===== src/rtl/qed_pkg.sv =====
// qed_pkg: opcodes, instruction field positions and FSM states shared by the QED duplication engine
package qed_pkg;
    localparam logic [5:0] OP_R    = 6'h38;
    localparam logic [5:0] OP_ADDI = 6'h27;
    localparam logic [5:0] OP_ANDI = 6'h29;
    localparam logic [5:0] OP_ORI  = 6'h2A;
    localparam logic [5:0] OP_XORI = 6'h2B;
    localparam logic [5:0] OP_LW   = 6'h21;
    localparam logic [5:0] OP_SW   = 6'h35;
    localparam int OPC_HI = 31;
    localparam int OPC_LO = 26;
    localparam int RD_HI  = 25;
    localparam int RD_LO  = 21;
    localparam int RA_HI  = 20;
    localparam int RA_LO  = 16;
    localparam int RB_HI  = 15;
    localparam int RB_LO  = 11;
    typedef enum logic {ST_RECORD, ST_REPLAY} state_e;
endpackage


===== src/rtl/qed_dup_xform.sv =====
// qed_dup_xform: classifies an instruction and builds its register/memory remapped duplicate
module qed_dup_xform
    import qed_pkg::*;
#(
    parameter int          REG_HALF   = 16,
    parameter logic [15:0] MEM_OFFSET = 16'h0400
) (
    input  logic [31:0] inst,
    output logic        dup,
    output logic [31:0] xout
);
    logic [5:0] op;
    logic is_r, is_i, is_lw, is_sw;
    logic [4:0] rh, rd_x, ra_x, rb_x;
    logic [15:0] lw_imm, sw_imm;
    assign op = inst[OPC_HI:OPC_LO];
    assign is_r = op == OP_R;
    assign is_i = op inside {OP_ADDI, OP_ANDI, OP_ORI, OP_XORI};
    assign is_lw = op == OP_LW;
    assign is_sw = op == OP_SW;
    assign dup = is_r | is_i | is_lw | is_sw;
    assign rh = 5'(REG_HALF);
    assign rd_x = (is_r | is_i | is_lw) ? (inst[RD_HI:RD_LO] | rh) : inst[RD_HI:RD_LO];
    assign ra_x = dup ? (inst[RA_HI:RA_LO] | rh) : inst[RA_HI:RA_LO];
    assign rb_x = (is_r | is_sw) ? (inst[RB_HI:RB_LO] | rh) : inst[RB_HI:RB_LO];
    assign lw_imm = inst[15:0] + MEM_OFFSET;
    // store immediate is split across the rD slot and the low 11 bits
    assign sw_imm = {inst[RD_HI:RD_LO], inst[10:0]} + MEM_OFFSET;
    assign xout = {op, is_sw ? sw_imm[15:11] : rd_x, ra_x,
                   is_lw ? lw_imm : {rb_x, is_sw ? sw_imm[10:0] : inst[10:0]}};
endmodule


===== src/rtl/qed_dup_engine.sv =====
// qed_dup_engine: records duplicable originals into a queue and replays them as QED duplicates
module qed_dup_engine
    import qed_pkg::*;
#(
    parameter int          DEPTH      = 8,
    parameter int          MODE       = 0,
    parameter int          DUP_BLOCK  = 4,
    parameter int          REG_HALF   = 16,
    parameter logic [15:0] MEM_OFFSET = 16'h0400,
    parameter logic [31:0] NOP_INST   = 32'h15000000
) (
    input  logic                         clk,
    input  logic                         rst,
    input  logic                         ena,
    input  logic                         exec_dup,
    input  logic                         stall_IF,
    input  logic [31:0]                  ifu_qed_instruction,
    output logic [31:0]                  qed_ifu_instruction,
    output logic                         vld_out,
    output logic                         fetch_hold,
    output logic [$clog2(DEPTH+1)-1:0]   dup_count,
    output logic                         overflow
);
    localparam int AW = $clog2(DEPTH);
    localparam int CW = $clog2(DEPTH + 1);
    state_e state, state_nxt;
    logic [31:0] mem [DEPTH];
    logic [AW-1:0] head, tail;
    logic [CW-1:0] cnt_nxt;
    logic [31:0] in_x;
    logic in_dup, replay, act, full, push, pop, go, nop_req;
    // duplicates are stored already transformed, so the head drives decode directly
    qed_dup_xform #(.REG_HALF(REG_HALF), .MEM_OFFSET(MEM_OFFSET)) u_xform (
        .inst(ifu_qed_instruction),
        .dup (in_dup),
        .xout(in_x)
    );
    assign replay = state == ST_REPLAY;
    assign act = ena && !stall_IF;
    assign full = dup_count == CW'(DEPTH);
    assign push = act && !replay && in_dup && !full;
    assign pop = act && replay;
    assign cnt_nxt = dup_count + CW'(push);
    assign go = (MODE == 1) ? (cnt_nxt >= CW'(DUP_BLOCK)) : (exec_dup && dup_count != '0);
    assign nop_req = (MODE == 0) && exec_dup && dup_count == '0;
    assign vld_out = ena && replay;
    assign fetch_hold = ena && replay;
    assign qed_ifu_instruction = !ena ? ifu_qed_instruction :
                                 replay ? mem[head] :
                                 nop_req ? NOP_INST : ifu_qed_instruction;
    always_comb begin
        state_nxt = state;
        if (!ena)
            state_nxt = ST_RECORD;
        else if (act)
            state_nxt = replay ? (dup_count <= CW'(1) ? ST_RECORD : ST_REPLAY) : (go ? ST_REPLAY : ST_RECORD);
    end
    always_ff @(posedge clk) begin
        if (!rst) begin
            state <= ST_RECORD;
            head <= '0;
            tail <= '0;
            dup_count <= '0;
            overflow <= 1'b0;
        end else begin
            state <= state_nxt;
            overflow <= overflow | (act && !replay && in_dup && full);
            if (!ena) begin
                head <= '0;
                tail <= '0;
                dup_count <= '0;
            end else begin
                if (push) tail <= tail + AW'(1);
                if (pop) head <= head + AW'(1);
                dup_count <= cnt_nxt - CW'(pop);
            end
        end
    end
    always_ff @(posedge clk) if (push) mem[tail] <= in_x;
endmodule


===== config.mk =====
export PLATFORM = sky130hd
export DESIGN_NAME = qed_dup_engine
export DESIGN_NICKNAME = d
export VERILOG_FILES = /design/src/rtl/qed_pkg.sv /design/src/rtl/qed_dup_xform.sv /design/src/rtl/qed_dup_engine.sv
export SDC_FILE = /design/constraint.sdc
export NUM_CORES = 1
export LEC_CHECK = 0
export CAP_MARGIN = 5
export CORE_AREA = 3 3 141 143
export DETAILED_ROUTE_END_ITERATION = 6
export DIE_AREA = 0 0 144 146
export MAX_ROUTING_LAYER = met4
export PLACE_DENSITY = 0.79
export SLEW_MARGIN = 20
export SYNTH_ARGS = -nofsm -noshare
export SYNTH_HDL_FRONTEND = slang
export SYNTH_SLANG_ARGS = --single-unit

===== constraint.sdc =====
create_clock -name clk -period 4.7 [get_ports clk]
set_input_delay 0.705 -clock clk [delete_from_list [all_inputs] [get_ports clk]]
set_output_delay 0.705 -clock clk [all_outputs]
set_load 0.03 [all_outputs]

-- Yosys cells after proc, flatten, opt, wreduce, memory -nomap -nowiden
Memories as Yosys holds them, arrays and structs flattened. A register that Yosys moved wholly into a read port is not among the register bits.
Index checks and enable logic that the tools add are counted.
- RAM bits: 256
- memories: 1
- output and inout port bits: 39
- flip-flop bits (word level): 12
- muxes and demuxes: 16
- $lt $le $gt $ge: 1
- add/subtract/negate cells: 6
- eq/ne operators: 8
- reductions and logical operators: 16
- bitwise gates (word level): 5
- memories (name ; words ; width ; read ports ; clocked after memory_dff ; write ports ; line ; source):
    mem ; 8 ; 32 ; 1 ; 1 ; 1 ; qed_dup_engine.sv:27 ; logic [31:0] mem [DEPTH];
- operators with widths (kind ; count):
    $mux W32 ; 3
    $eq A6 B6 Y1 const B ; 7
    $add A16 B11 Y16 const B ; 2
    $mux W5 ; 4
    $mux W16 ; 1
    $mux W11 ; 1
    $logic_and A1 B1 Y1 ; 9
    $reduce_bool A4 Y1 ; 2
    $add A3 B1 Y3 const B ; 2
    $mux W3 ; 2
    $mux W1 ; 5
    $or A1 B1 Y1 ; 5
    $add A4 B1 Y4 ; 1
    $eq A4 B4 Y1 const B ; 1
    $le A4 B1 Y1 const B ; 1
    $logic_not A4 Y1 ; 1
    $sub A4 B1 Y4 ; 1
    $logic_not A1 Y1 ; 3
    $reduce_and A2 Y1 ; 1

-- Depth between registers and ports, before layout
Gate-level depths: netlist (run 1).
- word-level depth: 9
- mapped depth: 12

-- Cells and area by module
A second synthesis (run 1) with hierarchy kept.
- cells, all modules: 671
- area, all modules: 11717.5 um^2
- by module, submodules not included (module ; instances ; area an instance (um^2) ; cells each):
    qed_dup_engine ; 1 ; 11230.8 ; 605
    qed_dup_xform ; 1 ; 486.7 ; 66

-- Worst setup path before layout (run 1)
Ideal clock, no wire load.
- kind: input to register
- start point: input ifu_qed_instruction[28]
- end point: memory mem[0][0] (enable)
- arrival time: 3.768 ns
- setup slack: 0.471 ns
- data required time: 4.239 ns
- buffers on the path: 0
- stages: 5
- setup time: 0.461 ns
- path through: nand2b_1 -> a21oi_2 -> o2111ai_4 -> or3_4 -> nor3_1
- cells in the longest elaborated chain, start to end: 9
- RTL lines (element ; line ; source):
    start: declaration ; qed_dup_engine.sv:17 ; input logic [31:0] ifu_qed_instruction,
    $eq A6 B6 Y1 ; qed_dup_xform.sv:18 ; assign is_i = op inside {OP_ADDI, OP_ANDI, OP_ORI, OP_XORI};
    $reduce_bool A4 Y1 ; qed_dup_xform.sv:18 ;
    $or A1 B1 Y1 (2 in a row) ; qed_dup_xform.sv:21 ; assign dup = is_r | is_i | is_lw | is_sw;
    $or A1 B1 Y1 (*) ; qed_dup_xform.sv:21 ;
    $logic_and A1 B1 Y1 (*) (2 in a row) ; qed_dup_engine.sv:41 ; assign push = act && !replay && in_dup && !full;
    $mux W1 (*) ; qed_dup_engine.sv:79 ; always_ff @(posedge clk) if (push) mem[tail] <= in_x;
    $mux W1 (not written as such) (*) ; qed_dup_engine.sv:79 ;
    end: declaration ; qed_dup_engine.sv:27 ;
Every way passes the cells marked *; elsewhere a longest branch is shown, timed or not.

-- Final worst setup path (run 1)
- start point: input ena
- end point: output qed_ifu_instruction[15]
- cells in the longest elaborated chain, start to end: 1
- RTL lines (element ; line ; source):
    start: declaration ; qed_dup_engine.sv:14 ; input logic ena,
    $mux W32 ; qed_dup_engine.sv:48 ; assign qed_ifu_instruction = !ena ? ifu_qed_instruction :
    end: declaration ; qed_dup_engine.sv:18 ; output logic [31:0] qed_ifu_instruction,
No other way between the ends.

==> flow_metrics.tcl, run 1 <==
set metrics [dict create \
    routedWlPerCell_um 24.3 \
    rows 50 \
    pin_count 76 \
    diodes 0 \
    max_clock_freq_ghz 0.255 \
    synthArstFlopShare_pct 0 \
    synthMuxAreaShare_pct 16.3 \
    path_cells "clkdlybuf4s50_1, nand2_1, buf_4, o21ai_0, clkdlybuf4s50_1" \
    grt_max_degree 65 \
    fp.coreArea_um2 18700 \
    r2r_end "dup_count[1]" \
    final_cell_mix "edfxtp_1 (256), clkdlybuf4s50_1 (75), mux4_2 (64)" \
    slew_headroom_pct 35.4 \
    synth_area_per_cell_um2 19.2 \
    ctsRootBufferMaster "clkbuf_16" \
    period_share_pct 83.4 \
    port_buffers 75 \
    cp.required_ns 3.99 \
    cp.arrival_ns 3.21 \
    place.gp.congestion 0.787 \
    gr-usage-all-layers_pct 22.5 \
    cp_common_cell "clkdlybuf4s50_1" \
    critPathBufInv 3 \
    finClkSkew_ns 0.00883 \
    tightest_slew_ns 0.969 \
    synthXorXnorAreaFrac_pct 0.875 \
    dieHeight_um 146 \
    ys_warn_count 0 \
    synthAdderAreaFrac_pct 1.21 \
    fin_crit_ns 3.92 \
    clock_path_buffers 3 \
    hold_viol 0 \
    critPathMaxFanout 20 \
    cts_made_buffers 26 \
    rr_startpoint "replay" \
    rsz0062_at_grt "false" \
    drive_above_1_share_pct 21.0 \
    dieArea_um2 21000 \
    met2_length_um 11300 \
    grt_overflow 0 \
    floorplan.initialDensity_pct 58.8 \
    seqCellArea_um2 7990 \
    drt_iter0_drc 598 \
    dp_hpwl_um 12700 \
    crit_start "ena" \
    synth_cells 573 \
    leakage_uw 0.00412 \
    status "finished clean" \
    cts.clk_slew.worst_paths_ns 0.06 \
    drtPass1Iterations 7 \
    synthFlopType "edfxtp_1" \
    synth.top_cell.area_share_pct 69.8 \
    crit_type "in2out" \
    fin_setup_tns_ns 0 \
    antenna_left 0 \
    powerDensity_nw_per_um2 385 \
    fillerInstances 1142 \
    grt_pass1_vias 6121 \
    numClockSinks 271 \
    r2r_cells 8 \
    synth_edf_count 256 \
    synth_top_family_by_area "multiplexers" \
    cp_num_cells 5 \
    synth_compound_area_share_pct 2.80 \
    ys_seq_elements 271 \
    synth_area_um2 11000 \
    rrSetupSlack_ns 1.93 \
    remaining_drc_errors 0 \
    critPathCaptureType "output port" \
    yosysTopAreaCell "edfxtp_1" \
    routed_wl_um 22300 \
    synthSimpleGateAreaFrac_pct 4.38 \
    drv_cap 0 \
    synth_fp_nets 620 \
    post_cts_buffers 0 \
    grt_pass1_wl_um 34800 \
    crit_path_top_delay_cell "clkdlybuf4s50_1" \
    die_w_um 144 \
    fin_nets 712 \
    clk_latency_ns 0.52 \
    hold_path.class "reg2reg" \
    final_common_cell "edfxtp_1" \
    cts-resized-gates 0 \
    routed_via_density 6.18 \
    crit_family "buffers and inverters" \
    netlist-cell-type-count 51 \
    top_layer_used "met4" \
    multi_input_area_um2 2860 \
    whs_ns 0.478 \
    slowest_delay_ns 0.74 \
    yosysSeqAreaShare_pct 72.6 \
    vdd_drop_max_mv 0.256 \
    finalSetupViolCount 0 \
    antenna_found_initial 0 \
    place_area_um2 12100 \
    cp-start-kind "input port" \
    fin_area_um2 13000 \
    post-route-util_pct 69.6 \
    wl_met1_um 8980 \
    drv_slew 0 \
    htree_levels 1 \
    critPathCapture "qed_ifu_instruction[15]" \
    wl_met3_um 1650 \
    ctsHoldBuffers 0 \
    cts_tree "yes" \
    synth_area_leaders "edfxtp_1 (70%), mux4_2 (13%), mux2i_1 (3.0%)" \
    areaGrowthSynthToFinish_pct 18.4 \
    via_count 5677 \
]
==> how the worst min path moves through the flow <==
stage / startpoint / end / slack (ns) / cells after the start
after floorplan: head[1] / register / 0.45 / 2
after global placement: overflow / overflow / 0.46 / 1
after detailed placement: overflow / overflow / 0.46 / 1
after CTS: overflow / overflow / 0.48 / 1
after global routing: overflow / overflow / 0.50 / 1
final: overflow / overflow / 0.48 / 1
==> synthesized netlist by cell type (2+ instances only) <==
library cell and n:
edfxtp_1 256, mux4_2 64, nand2_1 44, mux2i_1 33, o21ai_0 30, dfxtp_1 15
inv_1 13, nor2_1 13, clkbuf_1 10, xnor2_1 10, ha_1 9, buf_2 8
buf_4 8, and3_1 7, nand4_1 5, a21oi_1 4, a22oi_1 3, nand2b_1 3
buf_1 2, mux2_2 2, nor3_2 2, o21ai_1 2, o31ai_1 2
==> report_power, final <==
group | internal, µW | total (µW) | switching (µW)
Clock | 1320 | 2170 | 849
Combinational | 80.3 | 207 | 126
Sequential | 2640 | 2650 | 1.22
==> metrics by stage <==
stage / total power (µW) / std cells / setup WS (ns)
after detailed placement: 2900 / 871 / 0.849
after global placement: 2890 / 871 / 0.928
after global routing: 5160 / 919 / 0.650
after CTS: 5050 / 919 / 0.779
final: 5020 / 919 / 0.782
after floorplan: 2790 / 573 / 0.471
==> flip-flops by register name (all words and copies together) (netlist names), named ones only <==
| name | count |
|---|---|
| replay | 1 |
| overflow | 1 |
| dup_count | 4 |
| head | 3 |
| mem | 256 |
| tail | 3 |
==> cell type report <==
cell class              instances  share of cell area, %
clock inverters                12                   1.26
inverters                      13                  0.375
multi-input cells             260                   22.0
flip-flops and latches        271                   61.4
repair buffers                 93                   7.09
clock buffers                  36                   5.68
well taps                     234                   2.25
==> per-layer routing <==
layer  GRT usage, %  vias to the layer above
li1               -                     2486
met1           31.3                     2925
met2           35.9                      235
met3           3.35                       31
met4           5.32                        0
met5              -                        -
==> cells by family after synthesis <==
| group | Yosys count |
|---|---|
| adder cells (fa/ha/maj) | 10 |
| AO/OA/AOI/OAI | 50 |
| AND/OR/NAND/NOR | 90 |
| flip-flops | 271 |
| multiplexers | 99 |
| XOR/XNOR | 11 |
| buffers and inverters | 42 |
Power figures use the tool's default switching activity.
==> run 2: changes to the inputs <==
Settings changed: CORE_AREA 3 3 141 143 to 3 3 149 151, DIE_AREA 0 0 144 146 to 0 0 152 154, PLACE_DENSITY 0.79 to 0.75.
Clock period 4.7 ns to 3.6 ns, I/O delays scaled along.
==> run 2 against run 1 <==
  * Register-to-register slack got worse by 0.62 ns
  * Sequential power increased by 30%
  * Combinational power increased by 41%
  * Sequential cell count unchanged
  * Final cell count increased by 5.4%
==> flow_metrics.tcl, run 2 (synthesized netlist as in run 1, its figures left out) <==
set metrics [dict create \
    status "finished clean" \
    power_frac_comb_pct 4.5 \
    period_share_pct 89.4 \
    grt_pass1_wl_um 36400 \
    diodes 0 \
    top_layer_used "met4" \
    final_cell_mix "edfxtp_1 (256), mux4_2 (64), clkdlybuf4s50_1 (47)" \
    drv_slew 0 \
    gr-usage-all-layers_pct 20.7 \
    clkPwrFrac_pct 42.4 \
    drive_above_1_share_pct 25.1 \
    path_cells "buf_4, mux4_2, mux2i_1, o21ai_0, buf_4" \
    p_int_uw 5190 \
    areaGrowthSynthToFinish_pct 20.2 \
    cts_made_buffers 28 \
    grt_max_degree 31 \
    grt_pass1_vias 6191 \
    numClockSinks 271 \
    antenna_left 0 \
    reg.largest.list "mem (256), dup_count (4)" \
    met2_length_um 11700 \
    cp.required_ns 3.06 \
    wl_met1_um 9020 \
    critPathCaptureType "output port" \
    htree_levels 1 \
    floorplan.initialDensity_pct 52.5 \
    grt_overflow 0 \
    vdd_drop_max_mv 0.314 \
    routed_via_density 5.91 \
    tightest_slew_ns 0.808 \
    routed_wl_um 22800 \
    rows 53 \
    critPathMaxFanout 18 \
    dieHeight_um 154 \
    leakage_uw 0.00423 \
    routedWlPerCell_um 23.6 \
    ctsRootBufferMaster "clkbuf_16" \
    drtPass1Iterations 5 \
    fin_crit_ns 3.22 \
    powerDensity_nw_per_um2 491 \
    via_count 5727 \
    dieArea_um2 23400 \
    cts.clk_slew.worst_paths_ns 0.06 \
    fin_nets 720 \
    crit_type "reg2out" \
    hold_path.class "reg2reg" \
    fin_setup_tns_ns 0 \
    p_sw_share_pct 20.2 \
    place_area_um2 12400 \
    cp.arrival_ns 2.68 \
    place.gp.congestion 0.817 \
    switchingPower_uw 1310 \
    fp.coreArea_um2 21000 \
    slew_headroom_pct 45.7 \
    max_clock_freq_ghz 0.311 \
    final_common_cell "edfxtp_1" \
    largest_reg_flops 256 \
    die_w_um 152 \
    wl_met3_um 1740 \
    finalSetupViolCount 0 \
    seqPwrFrac_pct 53.1 \
    fin_area_um2 13200 \
    slowest_delay_ns 0.59 \
    largest_register "mem" \
    ctsHoldBuffers 0 \
    finalPower_uw 6500 \
    drt_iter0_drc 644 \
    rsz0062_at_grt "false" \
    drv_cap 0 \
    hold_viol 0 \
    port_buffers 75 \
    remaining_drc_errors 0 \
    cp-start-kind "register" \
    finClkSkew_ns 0.00768 \
    cp_common_cell "buf_4" \
    antenna_found_initial 0 \
    clk_latency_ns 0.53 \
    cts-resized-gates 0 \
    clock_path_buffers 3 \
    crit_path_top_delay_cell "dfxtp_4" \
    dp_hpwl_um 13500 \
    cts_tree "yes" \
    post_cts_buffers 0 \
    pin_count 76 \
]
## run 2: cell types whose count changed in the layout (fill, tap and decap cells not counted), sizes merged
cell           change
clkdlybuf4s50     -28
clkinvlp           -1
inv                +1
clkinv             +3
clkbuf             +2
bufinv             -2
buf               +34
## run 2: per-layer routing
layer	vias to the layer above	GRT usage (%)
met2	240	33.5
met4	0	4.97
met5	-	-
met1	2950	27.7
li1	2510	-
met3	27	3.88
## run 2: final timing paths
path / from / cells past startpoint / to / slack [ns]
setup reg to reg: dup_count[2] / 9 / dup_count[1] / 1.31
hold / removal: overflow / 1 / overflow / 0.47
setup / recovery: register / 5 / qed_ifu_instruction[20] / 0.38
hold reg to reg: overflow / 1 / overflow / 0.47
## run 2: final cells by class
type                    instances  area (µm²)
fillers                      1447        7720
repair buffers                 99        1100
multi-input cells             260        2870
clock buffers                  38         759
flip-flops and latches        271        7990
inverters                      13        48.8
well taps                     275         344
clock inverters                13         118
## run 2: per-stage QoR
| step | std cells | hold slack, ns | setup WS [ns] | util, % |
|---|---|---|---|---|
| floorplan | 573 | 0.454 | 0.00632 | - |
| global placement | 918 | 0.460 | 0.298 | 59.0 |
| detailed placement | 918 | 0.461 | 0.194 | 59.0 |
| CTS | 969 | 0.480 | 0.310 | 63.1 |
| global route | 969 | 0.505 | 0.172 | 63.1 |
| finish | 969 | 0.473 | 0.381 | 63.1 |
## run 2: worst max-delay path, delay by kind of cell (launching register included)
kind                   cells  cell delay [ns]
AOI/OAI and AO/OA          1             0.14
buffers and inverters      2             0.65
DFF                        1             0.59
muxes                      2             0.75
## run 2: power by group through the flow
stage | clock (µW) | sequential (µW) | combinational (µW)
floorplan | 0 | 3520 | 119
global placement | 0 | 3520 | 280
detailed placement | 0 | 3520 | 291
CTS | 2810 | 3450 | 292
global route | 2940 | 3450 | 312
finish | 2760 | 3450 | 291
